## src/rtl/enc_frame_rx_pkg.sv

```systemverilog
// enc_frame_rx_pkg: shared constants, FSM state types and baud helper.
// CHECK frame state exists only when ENC_FRAME_RX_CHECKSUM_EN is defined.
package enc_frame_rx_pkg;

  localparam logic [7:0] SYNC_BYTE = 8'hA5;

  typedef enum logic [1:0] {
    IDLE,
    START,
    DATA,
    STOP
  } byte_state_t;

`ifdef ENC_FRAME_RX_CHECKSUM_EN
  typedef enum logic [1:0] {
    HUNT,
    PAYLOAD,
    CHECK
  } frame_state_t;
`else
  typedef enum logic [1:0] {
    HUNT,
    PAYLOAD
  } frame_state_t;
`endif

  function automatic int clks_per_bit(
    input int clk_hz,
    input int baud
  );
    return clk_hz / baud;
  endfunction

endpackage

```

## src/rtl/uart_rx_byte.sv

```systemverilog
// uart_rx_byte: 2-flop sync, bit timer and 8N1 byte FSM (LSB first).
// Ports: clk, rst_n, rx -> data[7:0], data_valid pulse, frame_error pulse.
module uart_rx_byte
  import enc_frame_rx_pkg::*;
#(
  parameter int CLK_HZ = 16000000,
  parameter int BAUD   = 115200
) (
  input  logic       clk,
  input  logic       rst_n,
  input  logic       rx,
  output logic [7:0] data,
  output logic       data_valid,
  output logic       frame_error
);

  localparam int CPB  = clks_per_bit(CLK_HZ, BAUD);
  localparam int HALF = CPB / 2;
  localparam int CW   = $clog2(CPB + 1);
  localparam logic [CW-1:0] CNT_BIT = CW'(CPB - 1);
  localparam logic [CW-1:0] CNT_MID = CW'(HALF - 1);

  logic              s0;
  logic              s1;
  logic              s_prev;
  logic              wait_high;
  byte_state_t       st;
  logic [CW-1:0]     cnt;
  logic [2:0]        bit_idx;
  logic [7:0]        sh;
  logic              fall;

  assign fall = s_prev & ~s1;

  always_ff @(posedge clk or negedge rst_n) begin
    if (!rst_n) begin
      s0          <= 1'b1;
      s1          <= 1'b1;
      s_prev      <= 1'b1;
      wait_high   <= 1'b0;
      st          <= IDLE;
      cnt         <= '0;
      bit_idx     <= '0;
      sh          <= '0;
      data        <= '0;
      data_valid  <= 1'b0;
      frame_error <= 1'b0;
    end else begin
      s0          <= rx;
      s1          <= s0;
      s_prev      <= s1;
      data_valid  <= 1'b0;
      frame_error <= 1'b0;
      unique case (st)
        IDLE: begin
          cnt     <= '0;
          bit_idx <= '0;
          // After a framing error the line must return high
          // before another falling edge can start a byte.
          if (wait_high) begin
            if (s1)
              wait_high <= 1'b0;
          end else if (fall) begin
            st <= START;
          end
        end
        START: begin
          if (cnt == CNT_MID) begin
            cnt <= '0;
            st  <= s1 ? IDLE : DATA;
          end else begin
            cnt <= cnt + 1'b1;
          end
        end
        DATA: begin
          if (cnt == CNT_BIT) begin
            cnt     <= '0;
            sh      <= {s1, sh[7:1]};
            bit_idx <= bit_idx + 1'b1;
            if (bit_idx == 3'd7)
              st <= STOP;
          end else begin
            cnt <= cnt + 1'b1;
          end
        end
        STOP: begin
          if (cnt == CNT_BIT) begin
            cnt <= '0;
            st  <= IDLE;
            if (s1) begin
              data       <= sh;
              data_valid <= 1'b1;
            end else begin
              frame_error <= 1'b1;
              wait_high   <= 1'b1;
            end
          end else begin
            cnt <= cnt + 1'b1;
          end
        end
        default: st <= IDLE;
      endcase
    end
  end

endmodule

```

## src/rtl/enc_frame_rx.sv

```systemverilog
// enc_frame_rx: receives A5-synced frames of NUM_MOTORS encoder counts.
// Ports: CLK, RST_N, rx -> counts, frame_valid, frame_err, busy. Macro: ENC_FRAME_RX_CHECKSUM_EN.
module enc_frame_rx
  import enc_frame_rx_pkg::*;
#(
  parameter int CLK_HZ     = 16000000,
  parameter int BAUD       = 115200,
  parameter int NUM_MOTORS = 12,
  parameter int CNT_W      = 5
) (
  input  logic                        CLK,
  input  logic                        RST_N,
  input  logic                        rx,
  output logic [NUM_MOTORS*CNT_W-1:0] counts,
  output logic                        frame_valid,
  output logic                        frame_err,
  output logic                        busy
);

  localparam int IDX_W =
    (NUM_MOTORS > 1) ? $clog2(NUM_MOTORS) : 1;
  localparam logic [IDX_W-1:0] LAST = IDX_W'(NUM_MOTORS - 1);
  localparam logic [7:0] RANGE_MASK = 8'(8'hFF << CNT_W);

  logic [7:0]                  rx_data;
  logic                        rx_dv;
  logic                        rx_fe;
  frame_state_t                st;
  logic [IDX_W-1:0]            idx;
  logic [CNT_W-1:0]            shadow [NUM_MOTORS];
  logic [NUM_MOTORS*CNT_W-1:0] frame_next;
  logic                        range_bad;
`ifdef ENC_FRAME_RX_CHECKSUM_EN
  logic [7:0]                  csum;
`endif

  uart_rx_byte #(
    .CLK_HZ (CLK_HZ),
    .BAUD   (BAUD)
  ) u_byte (
    .clk         (CLK),
    .rst_n       (RST_N),
    .rx          (rx),
    .data        (rx_data),
    .data_valid  (rx_dv),
    .frame_error (rx_fe)
  );

  assign range_bad = |(rx_data & RANGE_MASK);

  // Without a checksum the last slot is taken straight from the
  // incoming byte so the copy lands the cycle after its stop sample.
  always_comb begin
    frame_next = '0;
    for (int k = 0; k < NUM_MOTORS; k++)
      frame_next[k*CNT_W +: CNT_W] = shadow[k];
`ifndef ENC_FRAME_RX_CHECKSUM_EN
    frame_next[(NUM_MOTORS-1)*CNT_W +: CNT_W] = rx_data[CNT_W-1:0];
`endif
  end

  always_ff @(posedge CLK or negedge RST_N) begin
    if (!RST_N) begin
      st          <= HUNT;
      idx         <= '0;
      counts      <= '0;
      frame_valid <= 1'b0;
      frame_err   <= 1'b0;
      busy        <= 1'b0;
      for (int k = 0; k < NUM_MOTORS; k++)
        shadow[k] <= '0;
`ifdef ENC_FRAME_RX_CHECKSUM_EN
      csum        <= '0;
`endif
    end else begin
      frame_valid <= 1'b0;
      frame_err   <= 1'b0;
      unique case (st)
        HUNT: begin
          if (rx_dv && rx_data == SYNC_BYTE) begin
            st   <= PAYLOAD;
            idx  <= '0;
            busy <= 1'b1;
`ifdef ENC_FRAME_RX_CHECKSUM_EN
            csum <= '0;
`endif
          end
        end
        PAYLOAD: begin
          if (rx_fe || (rx_dv && range_bad)) begin
            frame_err <= 1'b1;
            st        <= HUNT;
            busy      <= 1'b0;
          end else if (rx_dv) begin
            shadow[idx] <= rx_data[CNT_W-1:0];
            idx         <= idx + 1'b1;
`ifdef ENC_FRAME_RX_CHECKSUM_EN
            csum        <= csum ^ rx_data;
            if (idx == LAST)
              st <= CHECK;
`else
            if (idx == LAST) begin
              counts      <= frame_next;
              frame_valid <= 1'b1;
              st          <= HUNT;
              busy        <= 1'b0;
            end
`endif
          end
        end
`ifdef ENC_FRAME_RX_CHECKSUM_EN
        CHECK: begin
          if (rx_fe || (rx_dv && rx_data != csum)) begin
            frame_err <= 1'b1;
            st        <= HUNT;
            busy      <= 1'b0;
          end else if (rx_dv) begin
            counts      <= frame_next;
            frame_valid <= 1'b1;
            st          <= HUNT;
            busy        <= 1'b0;
          end
        end
`endif
        default: begin
          st   <= HUNT;
          busy <= 1'b0;
        end
      endcase
    end
  end

endmodule

```

## config.mk

```make
export PLATFORM = sky130hd
export DESIGN_NAME = enc_frame_rx
export DESIGN_NICKNAME = d
export VERILOG_FILES = /design/src/rtl/enc_frame_rx_pkg.sv /design/src/rtl/uart_rx_byte.sv /design/src/rtl/enc_frame_rx.sv
export SDC_FILE = /design/constraint.sdc
export NUM_CORES = 1
export LEC_CHECK = 0
export BUFFER_PORTS_ARGS = -buffer_cell sky130_fd_sc_hd__buf_2
export CAP_MARGIN = 10
export CORE_ASPECT_RATIO = 0.6
export CORE_MARGIN = 8
export CORE_UTILIZATION = 60
export CTS_CLUSTER_DIAMETER = 150
export DETAILED_ROUTE_END_ITERATION = 12
export PLACE_DENSITY = 0.81
export RECOVER_POWER = 50
export SYNTH_ARGS = -nofsm -noshare
export SYNTH_HDL_FRONTEND = slang
export SYNTH_SLANG_ARGS = --single-unit
```

## constraint.sdc

```tcl
create_clock -name CLK -period 3.1 [get_ports CLK]
set_input_delay 0.775 -clock CLK [delete_from_list [all_inputs] [get_ports CLK]]
set_output_delay 0.775 -clock CLK [all_outputs]
set_load 0.05 [all_outputs]
```

==> run summary, run 1 <==
CP Capture Type - register
buffers plus inverters on the worst setup path - 1
CP Cell Sequence - nor2b_1 -> nor4b_1 -> clkbuf_1 -> and3_1 -> mux2_2
CTS tree - done
GR Overflow Total - 0
clk root buf - clkbuf_16
unrepaired setup endpoints after global routing - no
Tcrit/Tclk final - 75.5%
Worst path max stage delay - 540 ps
final wirelength - 12.7 mm
first-pass GRT wire length - 20.7 mm
hold crit path type - reg -> reg
CP max FO - 18
maxcap violations - 1
vias in the first global route - 3,961
P_int - 3.40 mW
Adder-Cell Fraction of Synth Area - 1.76%
initial drt markers - 181
power density over the cells - 598 nW/um^2
Cell Area, Synth - 6380 sq um
Fmax - 0.427 GHz
Final nets - 501
DR DRC count - 0
CTS H-tree depth - 4
Tightest Pin Transition - 1750 ps
violated checks - capacitance limit, slew limit
commonest non-fill, non-tap cell in the layout - dfrtp_1
Yosys reg bits - 157
TNS Setup - 0 ps
layout cells sized above 1 - 44.6%
switching part of the total - 22.1%
CP required - 3390 ps
clock share of power - 47.8%
sequential area share after synthesis - 61.6%
YS warnings - 0
Hold Buf Count CTS - 0
Worst VDD drop - 0.531 mV
port bufs - 65
syn avg cell area - 15.1 sq um
routed vias/inst - 5.57
starting density of the core - 61.1%
synthesized-area fraction occupied by xor and xnor cells - 0.824%
mux cell area share after synthesis - 23.3%
clk slew on worst S/H paths - 60 ps
Layout area overhead - 14.5%
post-DP HPWL - 8.24 mm
setup bufs post-CTS - 0
CP delay by family, top - simple AND/OR/NAND/NOR gates
ant diodes - 0
gr usage total - 18.9%
Initial DRT Pass Iterations - 4
main combinational cell family by area after synthesis - multiplexers
final hold vios - 0
critical path class - reg -> reg
minimum clock period - 2340 ps
Worst Skew - 10.1 ps
Sequential Power Share - 49.0%
Top-Level Pins - 66
number of CTS-inserted buffers - 17
Post-DRT Antenna Nets - 0
Pins Over Slew Limit - 71
critical path data arrival time - 2630 ps
highest metal used - met4
final core occ - 69.9%
site row count - 29
chip height - 95.9 microns
count of cell types in the netlist - 43
combinational power share - 3.3%
Syn Inst Count - 423
outcome - finished with violations
wire length on met3 - 625 microns
GPL Wtd Cong - 0.832
die width - 149 microns
core area - 10,500 sq um
clk_lat worst skew - 410 ps
post-synthesis simple-gate area fraction - 8.08%
post-CTS resize count - 0
post-DR wirelength/cell - 19.8 microns
LEAKAGE - 3.91 nW
largest net degree at the start of global routing - 72
P_sw - 0.968 mW
full die area - 14,300 sq um
initial antenna violation count - 0
# clock sinks - 157
Slew HR - -16.7%
Synth Area in Compound Gates - 1.73%
Critical-path top delay cell - clkbuf_1
most frequent cells in the layout - dfrtp_1 (154), mux2_2 (117), buf_2 (64)
wl on met1 - 5.93 mm
DR vias - 3,572
final setup vio count - 0
Critical Path Start Type - register
metal2 WL - 6.03 mm
buffer depth of the longest clock path - 2
Synth Net Count - 435
## final timing paths
| path | from | cells after the start | slack (ps) | end |
|---|---|---|---|---|
| setup reg to reg | u_byte.data_valid | 5 | 760 | frame_next[39] |
| hold / removal | u_byte.s0 | 0 | 360 | u_byte.s1 |
| setup / recovery | u_byte.data_valid | 5 | 760 | frame_next[39] |
| max in group asynchronous | RST_N | 2 | 1080 | frame_next[50] |
| hold reg to reg | u_byte.s0 | 0 | 360 | u_byte.s1 |
| min in group asynchronous | RST_N | 1 | 830 | u_byte.cnt[0] |
## synthesized netlist by cell type (all sizes together)
cell / n / area share, %
nor2: 13 / 0.80
nor4bb: 2 / 0.31
xnor2: 1 / 0.14
o21ai: 2 / 0.16
a211o: 2 / 0.27
inv: 6 / 0.35
xor2: 5 / 0.69
nand2b: 2 / 0.31
o31ai: 1 / 0.12
a22o: 1 / 0.14
a31oi: 3 / 0.29
o21a: 1 / 0.12
and3b: 2 / 0.27
o31a: 1 / 0.14
nor2b: 5 / 0.49
nand2: 7 / 0.45
or2: 1 / 0.098
and3: 13 / 1.3
nor3: 1 / 0.25
a21oi: 1 / 0.078
mux2: 132 / 23
dfstp: 3 / 1.2
buf: 14 / 1.8
nor3b: 3 / 0.35
clkbuf: 9 / 0.55
o311ai: 2 / 0.27
nand3: 21 / 2.5
nor4b: 1 / 0.37
a41oi: 1 / 0.14
ha: 9 / 1.8
and4bb: 1 / 0.20
and2b: 1 / 0.12
dfrtp: 154 / 60
and4: 1 / 0.14
nand3b: 1 / 0.12
## registers in the layout, indices dropped and copies added (netlist names), 3 cells and up, named ones only
| name | flops |
|---|---|
| frame_next | 55 |
| idx | 4 |
| u_byte.cnt | 8 |
| u_byte.sh | 8 |
| u_byte.data | 8 |
| counts | 60 |
| u_byte.bit_idx | 3 |
## through the flow
stage          cell area [sq um]  power [mW]  hold slack [ps]  setup WS (ps)  cells
3_5_place_dp                6790        2.32              347            966    609
5_1_grt                     7310        4.52              362            635    641
4_1_cts                     7390        4.41              356            922    641
2_1_floorplan               6380        2.24              345           1160    423
3_3_place_gp                6790        2.31              347           1070    609
6_report                    7310        4.37              361            760    641
## layout make-up
class                      instances  area [sq um]
sequential                       157          3930
multi-input combinational        237          2210
fill                             722          3140
clock inverter                    14           169
tap                              139           174
clock buffer                      18           429
timing repair buffer              70           372
inverter                           6          22.5
## logic make-up (layout without fill, tap and decap cells)
logic type                 Yosys count  after routing
AOI/OAI and AO/OA                   15             15
xor gates and xnor gates             6              6
adders and majority gates            9              9
buffers and inverters               29            108
DFF                                157            157
muxes                              132            132
and+or+nand+nor                     75             75
## worst reg2reg max path, delay by kind of cell, from the launching register on
kind                   cells  cell delay (ps)
AND/OR/NAND/NOR            3              910
buffers and inverters      1              540
flip-flops                 1              380
multiplexers               1              380
## power groups by stage
stage                     logic, mW  registers [mW]  clock network [mW]
after global placement        0.139            2.17                   0
after floorplan              0.0874            2.16                   0
after global routing          0.169            2.14                2.21
after CTS                     0.148            2.14                2.13
final                         0.143            2.14                2.09
after detailed placement      0.148            2.17                   0
## metal layers
metal | GRT usage [%] | vias to the layer above
li1 | - | 1633
met4 | 7.02 | 0
met5 | 0 | -
met2 | 31.1 | 68
met1 | 24.4 | 1859
met3 | 4.41 | 12
Power figures use the tool's default switching activity.
==> run 2: changes to the inputs <==
--- a/config.mk
+++ b/config.mk
@@ -9,10 +9,10 @@
 export CAP_MARGIN = 10
 export CORE_ASPECT_RATIO = 0.6
 export CORE_MARGIN = 8
-export CORE_UTILIZATION = 60
+export CORE_UTILIZATION = 53
 export CTS_CLUSTER_DIAMETER = 150
 export DETAILED_ROUTE_END_ITERATION = 12
-export PLACE_DENSITY = 0.81
+export PLACE_DENSITY = 0.76
 export RECOVER_POWER = 50
 export SYNTH_ARGS = -nofsm -noshare
 export SYNTH_HDL_FRONTEND = slang
==> constraint.sdc (replaced) <==
create_clock -name CLK -period 2.1 [get_ports CLK]
set_input_delay 0.525 -clock CLK [delete_from_list [all_inputs] [get_ports CLK]]
set_output_delay 0.525 -clock CLK [all_outputs]
set_load 0.05 [all_outputs]
==> run summary, run 2 (same netlist as run 1, synthesis figures left out) <==
switching part of the total - 24.2% (+2.1 points)
hold depth - 1 (+1)
P_sw - 1.50 mW (+55%)
routed vias/inst - 5.29 (-5.1%)
Fmax - 0.512 GHz (+20%)
R2R cell count - 5 (unchanged)
first-pass GRT wire length - 20.5 mm (-0.97%)
Post-DRT Antenna Nets - 0 (unchanged)
critical path class - reg -> reg
# clock sinks - 157 (unchanged)
R2R Path End - counts[59]
unrepaired setup endpoints after global routing - no
Slew HR - 12.3% (+29 points)
buffers plus inverters on the worst setup path - 1 (unchanged)
CTS tree - done
buffer depth of the longest clock path - 2 (unchanged)
number of CTS-inserted buffers - 17 (unchanged)
CP max FO - 31 (+13)
clk slew on worst S/H paths - 60 ps (about the same)
port bufs - 65 (unchanged)
setup bufs post-CTS - 0 (unchanged)
chip height - 101 microns (+5.3%)
largest net degree at the start of global routing - 53 (-26%)
hold path start - rx
initial antenna violation count - 0 (unchanged)
maxcap violations - 0 (-1)
CP Capture Type - register
minimum clock period - 1960 ps (-385 ps)
CP delay by family, top - simple AND/OR/NAND/NOR gates
CTS H-tree depth - 4 (unchanged)
starting density of the core - 53.6% (-7.5 points)
DR DRC count - 0 (unchanged)
CP Cell Sequence - ha_1 -> nand3_1 -> nor3_4 -> buf_12 -> mux2_2
final wirelength - 12.4 mm (-2.3%)
Final nets - 512 (+2.2%)
post-DR wirelength/cell - 18.3 microns (-7.7%)
ant diodes - 0 (unchanged)
Sequential Power Share - 50.8% (+1.8 points)
Critical Path Start Type - register
hold crit path type - in -> reg
Top-Level Pins - 66 (unchanged)
Initial DRT Pass Iterations - 4 (unchanged)
layout cells sized above 1 - 43.1% (-1.5 points)
DP Cell Count - 646 (+6.1%)
full die area - 15,900 sq um (+11%)
post-DP HPWL - 8.43 mm (+2.3%)
Placed Area - 6940 sq um (+2.2%)
reg2reg setup slack - 140 ps (-610 ps)
Top reg by flops - counts
final setup vio count - 0 (unchanged)
GR Overflow Total - 0 (unchanged)
initial drt markers - 174 (-3.9%)
Critical-path top delay cell - dfrtp_1
final hold vios - 0 (unchanged)
post-CTS resize count - 0 (unchanged)
gr usage total - 16.8% (-2.1 points)
LEAKAGE - 3.86 nW (-1.1%)
Pins Over Slew Limit - 0 (-100%)
power density over the cells - 836 nW/um^2 (+40%)
worst hold endpoint - u_byte.s0
R2R Path Start - idx[0]
most frequent cells in the layout - dfrtp_1 (154), mux2_2 (117), buf_2 (44)
Hold Buf Count CTS - 0 (unchanged)
CP required - 2400 ps (-990 ps)
max reg flops - 60 (unchanged)
clock share of power - 45.8% (-2.0 points)
vias in the first global route - 3,781 (-4.5%)
final instance count without filler cells - 678 (+5.8%)
clk_lat worst skew - 420 ps (about the same)
site row count - 31 (+6.9%)
Worst Skew - 5.97 ps (-4.16 ps)
Tightest Pin Transition - 1320 ps (-436 ps)
die width - 158 microns (+5.7%)
outcome - completed
combinational power share - 3.4% (about the same)
critical path data arrival time - 2260 ps (-370 ps)
final instance area - 7420 sq um (+1.6%)
P_int - 4.70 mW (+38%)
Layout area overhead - 16.4%
TNS Setup - 0 ps (unchanged)
GPL Wtd Cong - 0.781 (-6.1%)
commonest non-fill, non-tap cell in the layout - dfrtp_1
Worst path max stage delay - 420 ps (-120 ps)
DR vias - 3,587 (+0.42%)
clk root buf - clkbuf_16
Worst VDD drop - 0.574 mV (+8.0%)
core area - 11,900 sq um (+14%)
Tcrit/Tclk final - 93.1% (+18 points)
==> run 2: cell count changes in the layout (fill, tap and decap cells not counted), moves of 4 or more <==
cell | before | now
buf_4 | 3 | 8
buf_2 | 64 | 44
clkbuf_1 | 2 | 22
inv_6 | 1 | 8
nand3_1 | 21 | 16
nand3_4 | 0 | 4
==> run 2: worst max-delay path by stage <==
stage / depth (start not counted) / startpoint / to / slack (ps)
4_1_cts: 5 / idx[0] / counts[10] / 150
3_3_place_gp: 5 / idx[0] / counts[3] / 230
3_5_place_dp: 5 / idx[0] / counts[2] / 180
5_1_grt: 8 / u_byte.cnt[1] / u_byte.cnt[1] / 30
6_report: 5 / idx[0] / counts[59] / 140
2_1_floorplan: 5 / busy / frame_next[20] / 160
==> run 2: per-stage QoR <==
| stage | total power [mW] | utilization, % | hold slack, ps | worst slack [ps] |
|---|---|---|---|---|
| 3_5_place_dp | 3.44 | 58.3 | 348 | 179 |
| 5_1_grt | 6.45 | 62.4 | 192 | 31.9 |
| 3_3_place_gp | 3.42 | 58.3 | 347 | 232 |
| 4_1_cts | 6.28 | 62.9 | 68.2 | 155 |
| 6_report | 6.21 | 62.4 | 202 | 145 |
| 2_1_floorplan | 3.31 | - | 229 | 157 |
==> run 2: final cells by class <==
type,count,area [sq um]
fill,904,4480
inverter,6,22.5
sequential,157,3930
clock buffer,17,425
timing repair buffer,81,433
clock inverter,15,128
tap,165,206
multi-input combinational,237,2280
==> run 2: worst reg2reg max path: stages (launching register included) <==
cell and delay, ps:
dfrtp_1 420, ha_1 330, nand3_1 210, nor3_4 260
buf_12 240, mux2_2 380
==> run 2: power groups by stage <==
| stage | sequential (mW) | combinational, mW | clock, mW |
|---|---|---|---|
| 5_1_grt | 3.16 | 0.258 | 3.03 |
| 3_5_place_dp | 3.21 | 0.228 | 0 |
| 4_1_cts | 3.15 | 0.228 | 2.90 |
| 2_1_floorplan | 3.18 | 0.129 | 0 |
| 3_3_place_gp | 3.20 | 0.221 | 0 |
| 6_report | 3.15 | 0.212 | 2.84 |
==> run 2: routing by layer <==
| metal | GRT usage (%) | part of all wire [%] | up-vias |
|---|---|---|---|
| li1 | - | - | 1654 |
| met3 | 4.32 | 5.3 | 16 |
| met2 | 24.6 | 46 | 76 |
| met1 | 23.5 | 48 | 1841 |
| met4 | 6.55 | 1.4 | 0 |
| met5 | 0 | 0 | - |
